## src/rtl/cmd_port_arbiter.sv

```systemverilog
// cmd_port_arbiter: round-robin arbitration of NUM_REQ command sources into
// a small command FIFO, replayed to system_controller as a stable cmd_data
// word with a latch_data pulse of HOLD_CYCLES high and GAP_CYCLES low.
module cmd_port_arbiter #(
  parameter int NUM_REQ     = 2,
  parameter int DEPTH       = 4,
  parameter int HOLD_CYCLES = 2,
  parameter int GAP_CYCLES  = 2
) (
  input  logic                         clock,
  input  logic                         reset_n,
  input  logic [NUM_REQ-1:0]           req_valid,
  input  logic [32*NUM_REQ-1:0]        req_data,
  output logic [NUM_REQ-1:0]           req_ready,
  input  logic                         flush,
  output logic [31:0]                  cmd_data,
  output logic                         latch_data,
  output logic [$clog2(DEPTH+1)-1:0]   fifo_count,
  output logic                         busy
);

  localparam int CW   = $clog2(DEPTH+1);
  localparam int PW   = $clog2(DEPTH);
  localparam int GW   = (NUM_REQ > 1) ? $clog2(NUM_REQ) : 1;
  localparam int MAXC = (HOLD_CYCLES > GAP_CYCLES) ? HOLD_CYCLES : GAP_CYCLES;
  localparam int TW   = (MAXC > 1) ? $clog2(MAXC) : 1;

  typedef enum logic [1:0] {
    ST_IDLE,
    ST_DRIVE,
    ST_GAP
  } state_t;

  state_t          state_q, state_d;
  logic [TW-1:0]   cnt_q, cnt_d;
  logic [31:0]     cmd_q, cmd_d;
  logic            latch_q, latch_d;
  logic [GW-1:0]   last_grant_q, last_grant_d;
  logic [PW-1:0]   wr_ptr_q, wr_ptr_d;
  logic [PW-1:0]   rd_ptr_q, rd_ptr_d;
  logic [CW-1:0]   count_q, count_d;
  logic [31:0]     fifo_mem [DEPTH];

  logic            can_accept;
  logic            grant_found;
  logic [GW-1:0]   grant_idx;
  logic [GW-1:0]   cand;
  logic            push;
  logic            pop;

  // Round-robin search starting just after the last granted source; a full
  // FIFO is never ready, even in a cycle where it pops (no bypass path).
  always_comb begin
    can_accept  = !flush && (count_q < CW'(DEPTH));
    grant_found = 1'b0;
    grant_idx   = last_grant_q;
    cand        = '0;
    for (int k = 1; k <= NUM_REQ; k++) begin
      cand = GW'((int'(last_grant_q) + k) % NUM_REQ);
      if (!grant_found && req_valid[cand]) begin
        grant_found = 1'b1;
        grant_idx   = cand;
      end
    end
    req_ready = '0;
    if (can_accept && grant_found) begin
      req_ready[grant_idx] = 1'b1;
    end
  end

  assign push = can_accept && grant_found;
  assign pop  = (state_q == ST_IDLE) && (count_q != '0) && !flush;

  // FIFO pointers, occupancy and round-robin pointer; flush overrides push/pop.
  always_comb begin
    wr_ptr_d     = wr_ptr_q;
    rd_ptr_d     = rd_ptr_q;
    count_d      = count_q;
    last_grant_d = last_grant_q;
    if (flush) begin
      wr_ptr_d = '0;
      rd_ptr_d = '0;
      count_d  = '0;
    end else begin
      if (push) begin
        wr_ptr_d     = wr_ptr_q + 1'b1;
        last_grant_d = grant_idx;
      end
      if (pop) begin
        rd_ptr_d = rd_ptr_q + 1'b1;
      end
      case ({push, pop})
        2'b10:   count_d = count_q + 1'b1;
        2'b01:   count_d = count_q - 1'b1;
        default: count_d = count_q;
      endcase
    end
  end

  // Command storage; contents need no reset since occupancy gates every read.
  always_ff @(posedge clock) begin
    if (push) begin
      fifo_mem[wr_ptr_q] <= req_data[32*grant_idx +: 32];
    end
  end

  // Sequencer: pop in IDLE, hold the strobe high in DRIVE, enforce low time in GAP.
  always_comb begin
    state_d = state_q;
    cnt_d   = cnt_q;
    cmd_d   = cmd_q;
    latch_d = latch_q;
    case (state_q)
      ST_IDLE: begin
        latch_d = 1'b0;
        if (pop) begin
          cmd_d   = fifo_mem[rd_ptr_q];
          latch_d = 1'b1;
          cnt_d   = TW'(HOLD_CYCLES - 1);
          state_d = ST_DRIVE;
        end
      end
      ST_DRIVE: begin
        latch_d = 1'b1;
        if (cnt_q == '0) begin
          latch_d = 1'b0;
          cnt_d   = TW'(GAP_CYCLES - 1);
          state_d = ST_GAP;
        end else begin
          cnt_d = cnt_q - 1'b1;
        end
      end
      ST_GAP: begin
        latch_d = 1'b0;
        if (cnt_q == '0) begin
          state_d = ST_IDLE;
        end else begin
          cnt_d = cnt_q - 1'b1;
        end
      end
      default: begin
        latch_d = 1'b0;
        state_d = ST_IDLE;
      end
    endcase
  end

  // State registers; reset drops the strobe at once and discards the queue.
  always_ff @(posedge clock or negedge reset_n) begin
    if (!reset_n) begin
      state_q      <= ST_IDLE;
      cnt_q        <= '0;
      cmd_q        <= '0;
      latch_q      <= 1'b0;
      last_grant_q <= GW'(NUM_REQ - 1);
      wr_ptr_q     <= '0;
      rd_ptr_q     <= '0;
      count_q      <= '0;
    end else begin
      state_q      <= state_d;
      cnt_q        <= cnt_d;
      cmd_q        <= cmd_d;
      latch_q      <= latch_d;
      last_grant_q <= last_grant_d;
      wr_ptr_q     <= wr_ptr_d;
      rd_ptr_q     <= rd_ptr_d;
      count_q      <= count_d;
    end
  end

  assign cmd_data   = cmd_q;
  assign latch_data = latch_q;
  assign fifo_count = count_q;
  assign busy       = (state_q != ST_IDLE) || (count_q != '0);

endmodule

```

## config.mk

```make
export PLATFORM = sky130hd
export DESIGN_NAME = cmd_port_arbiter
export DESIGN_NICKNAME = d
export VERILOG_FILES = /design/src/rtl/cmd_port_arbiter.sv
export SDC_FILE = /design/constraint.sdc
export NUM_CORES = 1
export LEC_CHECK = 0
export CORE_MARGIN = 1
export CORE_UTILIZATION = 54
export CTS_CLUSTER_SIZE = 14
export DETAILED_ROUTE_END_ITERATION = 8
export GPL_TIMING_DRIVEN = 0
export MAX_ROUTING_LAYER = met4
export PLACE_DENSITY = 0.77
export SYNTH_ARGS = -nofsm -noshare
export SYNTH_HDL_FRONTEND = slang
export SYNTH_SLANG_ARGS = --single-unit
```

## constraint.sdc

```tcl
create_clock -name clock -period 3.26 [get_ports clock]
set_clock_uncertainty 0.15 [all_clocks]
set_input_delay 0.815 -clock clock [delete_from_list [all_inputs] [get_ports clock]]
set_output_delay 0.815 -clock clock [all_outputs]
set_load 0.01 [all_outputs]
```

-- Word level (Yosys, flattened, before mapping)
Memory sizes are Yosys's and may differ from the RTL's. A register that Yosys moved wholly into a read port is not among the register bits.
Cells that the tools add are included.
- register bits: 12
- bits in writable memories: 128
- output and inout port bits: 39
- word-level logic and storage cells: 80
- memories: 1
- add/sub/neg operators: 7
- order comparisons: 5
- equal/unequal tests: 7
- shift-type cells: 1
- muxes and demuxes: 30
- bitwise gates (word level): 1
- reductions and logical operators: 21
- memories (memory ; depth ; bits a word ; read ports ; clocked after memory_dff ; wr ports ; line ; RTL):
    fifo_mem ; 4 ; 32 ; 1 ; 1 ; 1 ; 42 ; logic [31:0] fifo_mem [DEPTH];
- operators by type and width (kind ; number):
    64-bit by 7-bit indexed part select with 32-bit output ; 1
    1-bit two-way mux ; 16
    2-bit two-way mux ; 8
    3-bit nonzero test ; 3
    1-bit logical AND ; 6
    1-bit by 2-bit less-than comparator with 1-bit output (second input constant) ; 3
    2-bit != test (second input constant) ; 3
    2-bit case mux with 3 select lines ; 1
    3-bit case mux with 2 select lines ; 1
    2-bit AND reduction ; 3
    2-bit nonzero test ; 3
    2-bit by 1-bit adder with 2-bit output (second input constant) ; 2
    2-bit by 1-bit equality test with 1-bit output (second input constant) ; 2
    2-bit equality test (second input constant) ; 2
    3-bit by 1-bit adder with 3-bit output (second input constant) ; 1
    1-bit zero test ; 3
    3-bit less-than comparator (second input constant) ; 1
    3-bit two-way mux ; 1
    1-bit case mux with 3 select lines ; 1
    3-bit AND reduction ; 1
    3-bit by 1-bit subtractor with 3-bit output (second input constant) ; 1
    1-bit adder (second input constant) ; 2
    2-bit zero test ; 1
    1-bit case mux with 2 select lines ; 1
    other kinds (5) ; 5

-- Depth between registers and ports, before layout
- depth after elaboration: 12
- depth in mapped cells: 8

-- Worst setup path before layout
Ideal clock, no wire load.
- path type: input -> register
- from: in req_valid[0]
- to: reg count_q[2], in the netlist fifo_count[2]
- setup time: 0.135 ns
- data arrival time: 2.448 ns
- path slack: 0.527 ns
- stages on the path: 7
- buffers on the path: 1
- path through: o21ba_2 -> clkbuf_1 -> nor4_1 -> fa_1 -> or4b_2 -> o311ai_0 -> a21oi_1
- cells in the longest elaborated chain, start to end: 10
- elaborated cells on any way between the ends: 14
- RTL lines (what ; line ; RTL):
    start: declaration ; 12 ; input logic [NUM_REQ-1:0] req_valid,
    1-bit two-way mux (implied by the code) (2 in series) ; 60 ; if (!grant_found && req_valid[cand]) begin
    1-bit two-way mux ; 60 ;
    1-bit zero test ; 60 ;
    1-bit logical AND ; 60 ;
    1-bit two-way mux (*) ; 60 ;
    1-bit logical AND (*) ; 71 ; assign push = can_accept && grant_found;
    2-bit by 1-bit equality test with 1-bit output / 2-bit equality test (equally long branches) ; 92 ; case ({push, pop})
    3-bit case mux with 2 select lines ; 92 ;
    3-bit two-way mux ; 80 ; if (flush) begin
    end signal: assignment ; 167 ; count_q <= count_d;
    end: declaration ; 41 ; logic [CW-1:0] count_q, count_d;
Every way passes the cells marked *; elsewhere a longest branch is shown, timed or not. The select of a mux whose other input is x is not followed.
A chain may end at the register's enable or synchronous reset.

-- Worst setup path in the final report
- from: in req_valid[0]
- to: out req_ready[0]
- cells in the longest elaborated chain, start to end: 11
- elaborated cells on any way between the ends: 17
- RTL lines (what ; line ; RTL):
    1-bit two-way mux (implied by the code) (2 in series) ; 60 ;
    1-bit two-way mux ; 60 ;
    1-bit zero test ; 60 ;
    1-bit logical AND ; 60 ;
    1-bit two-way mux ; 60 ;
    1-bit by 2-bit less-than comparator with 1-bit output (implied by the code) / 1-bit greater-or-equal comparator (equally long branches) ; 67 ; req_ready[grant_idx] = 1'b1;
    1-bit logical AND (implied by the code) ; 67 ;
    1-bit two-way mux (implied by the code) ; 67 ;
    1-bit demux with 1-bit select ; 67 ;
    2-bit two-way mux (*) ; 66 ; if (can_accept && grant_found) begin
    end: declaration ; 14 ; output logic [NUM_REQ-1:0] req_ready,
Marks and branches as above.

==> impl_metrics.json <==
{
  "grt_pass1_wl_um": 20800,
  "synth-seq-cells": 172,
  "leakagePower_nw": 3.25,
  "crit_required_ps": 2290,
  "die_w_um": 117,
  "gp_congestion": 0.791,
  "drt-pass1-iter-count": 4,
  "r2r_slack_ps": 680,
  "cts.path.max_buffers": 2,
  "htreeDepth": 4,
  "r2r_start": "fifo_count[2]$_DFFE_PN0P_",
  "die_height_um": 117,
  "yosys.area.top_type": "edfxtp_1",
  "antenna_cells": 0,
  "num_rows": 41,
  "drv_cap": 0,
  "ys_top_cells_by_area": "edfxtp_1 54%, dfrtp_1 15%, mux2_2 7.1%, mux4_2 6.0%, mux4_1 4.8%",
  "crit_path_max_incr_delay_ps": 530,
  "critPathBufInv": 4,
  "cts_root_buffer": "clkbuf_16",
  "routedWlPerCell_um": 20.4,
  "grt_max_degree": 33,
  "powerDensity_nw_per_um2": 842,
  "antenna_found_initial": 0,
  "ir_worst_vdd_uv": 491,
  "syn-num-nets": 428,
  "fin_crit_ps": 3110,
  "crit_family": "buffers and inverters",
  "fill_cells": 780,
  "coreArea_um2": 12800,
  "rr_endpoint": "fifo_count[2]$_DFFE_PN0P_",
  "critPathKind": "in2out",
  "grt_setup_unrepaired": "no",
  "fp.dieArea_um2": 13700,
  "maxSlewViolCount": 0,
  "r2r_cells": 7,
  "busiest_layer": "met2",
  "crit_path_cell_trace": "dlygate4sd2_1, inv_1, mux2i_4, buf_8, and2_1, clkdlybuf4s50_1",
  "ys.warnings.count": 0,
  "postLayoutCoreUtil": 0.711,
  "maxSlewHeadroom": 0.388,
  "ant_nets": 0,
  "vias": 3744,
  "setup-tns-final_ps": 0,
  "async_flop_share": 0.256,
  "synth.top_cell.area_share": 0.539,
  "critical_path_arrival_ps": 2140,
  "setup_violations": 0,
  "drc_errors": 0,
  "syn_area_per_cell_um2": 20.2,
  "clock_latency_ps": 420,
  "finalCritPeriodShare": 0.953,
  "synth.yosys.seq_area_share": 0.693,
  "synthesis.instances": 354,
  "gr-usage-met2": 0.365,
  "hpwl_um": 8450,
  "ys.flop_type": "edfxtp_1",
  "drt_iter0_markers": 265,
  "netlist-cell-type-count": 41,
  "worst_pin_slew_ps": 919,
  "portBuffers": 107,
  "startpoint_type": "primary input",
  "cts_made_buffers": 17,
  "cts_tree": "built",
  "status": "completed",
  "synth_edf_count": 128,
  "crit_slowest_cell": "clkdlybuf4s50_1",
  "met3_usage": 0.0520,
  "globalRouteMet1Util": 0.287,
  "overflow": 0,
  "pin_count": 108,
  "max_freq_mhz": 322,
  "clkSinkCount": 172,
  "drive_gt1_frac": 0.306,
  "grt_pass1_vias": 3810,
  "power_mw": 7.65,
  "endpoint_kind": "output port",
  "wl_um": 13700,
  "ctsHoldBuffers": 0,
  "finalHoldViolCount": 0,
  "min_path_type": "in2async",
  "fin_nets": 558,
  "initial_core_util": 0.559,
  "grt_usage": 0.225,
  "crit_path_max_fanout": 4,
  "area_growth_pct": 27.2,
  "clkSlewWorstSetupHoldPaths_ps": 70,
  "synth.cell_area_um2": 7140,
  "via_per_inst": 5.60
}
[power breakdown]
part           switching, mW  internal [mW]
sequential             0.217           2.88
clock                  0.822           1.17
combinational           1.07           1.49
total                   2.11           5.53
[final cells by class]
class,count,area (um^2),area share
plain buffers,18,174,0.0192
clock buffers,24,504,0.0555
clock inverters,8,82.6,0.00909
inverters,6,22.5,0.00248
multi-input cells,157,2020,0.223
flip-flops and latches,172,4950,0.545
well taps,172,215,0.0237
repair buffers,112,1110,0.122
[state kept, by name, summed over array words and instances (netlist names), 2 cells and up]
signal      flops
cmd_data       32
fifo_count      3
fifo_mem      128
rd_ptr_q        2
state_q         2
wr_ptr_q        2
[placed cells by master, fill, tap and decap left out, drive strengths merged, types with 4 or more instances in the layout]
cell,synthesis,final
dfrtp,43,43
ha,4,4
inv,6,8
clkdlybuf4s50,0,103
mux4,32,32
a21oi,7,7
nand2,7,7
buf,13,19
nor2,5,5
and3,4,4
mux2,66,66
o21ai,4,4
clkbuf,6,29
edfxtp,128,128
or3,4,4
[through the flow]
step	hold slack, ps	cell area [um^2]	cells	setup WS, ps
global placement	340	8420	633	-1220
global route	186	9080	669	72.0
finish	177	9080	669	154
detailed placement	347	8440	634	-1290
CTS	170	9080	669	167
floorplan	354	7140	354	527
[synth_stat cells, types with 2 or more instances]
| cell type | n |
|---|---|
| xnor2_1 | 2 |
| o311ai_0 | 2 |
| a31o_2 | 2 |
| nor2_1 | 5 |
| buf_2 | 5 |
| inv_1 | 6 |
| clkbuf_8 | 3 |
| dfrtp_1 | 43 |
| mux2_2 | 45 |
| buf_6 | 8 |
| or3_2 | 3 |
| o21ai_0 | 4 |
| mux2_4 | 20 |
| mux4_2 | 19 |
| edfxtp_1 | 128 |
| a21oi_1 | 7 |
| mux4_1 | 13 |
| nand2_1 | 7 |
| and3_1 | 4 |
| nor2b_1 | 2 |
| clkbuf_1 | 3 |
| ha_1 | 4 |
[cell families after synthesis]
logic type / synth area share
AND/OR/NAND/NOR: 0.0267
flip-flops: 0.693
AO/OA/AOI/OAI: 0.0175
adder cells (fa/ha/maj): 0.00982
XOR/XNOR: 0.00245
buffers and inverters: 0.0266
multiplexers: 0.224
[worst max path at each step]
stage | from | end | slack (ps) | cells after the start
floorplan | req_valid[0] | fifo_count[2]$_DFFE_PN0P_ | 530 | 7
global placement | req_valid[0] | req_ready[0] | -1220 | 6
detailed placement | req_valid[0] | req_ready[0] | -1290 | 6
CTS | req_valid[1] | req_ready[0] | 170 | 5
global route | req_valid[0] | req_ready[0] | 70 | 6
finish | req_valid[0] | req_ready[0] | 150 | 6
[repair_timing]
item                       CTS  global route
gates resized for setup     10             0
setup endpoints to repair   95             0
setup buffers                4             0
[metal layers]
metal,wire [um],vias up,part of all wire
met5,0,-,0
met4,115,0,0.0084
met3,592,9,0.043
met2,6950,119,0.51
met1,6000,1941,0.44
li1,-,1675,-
(Power assumes the default switching activity.)
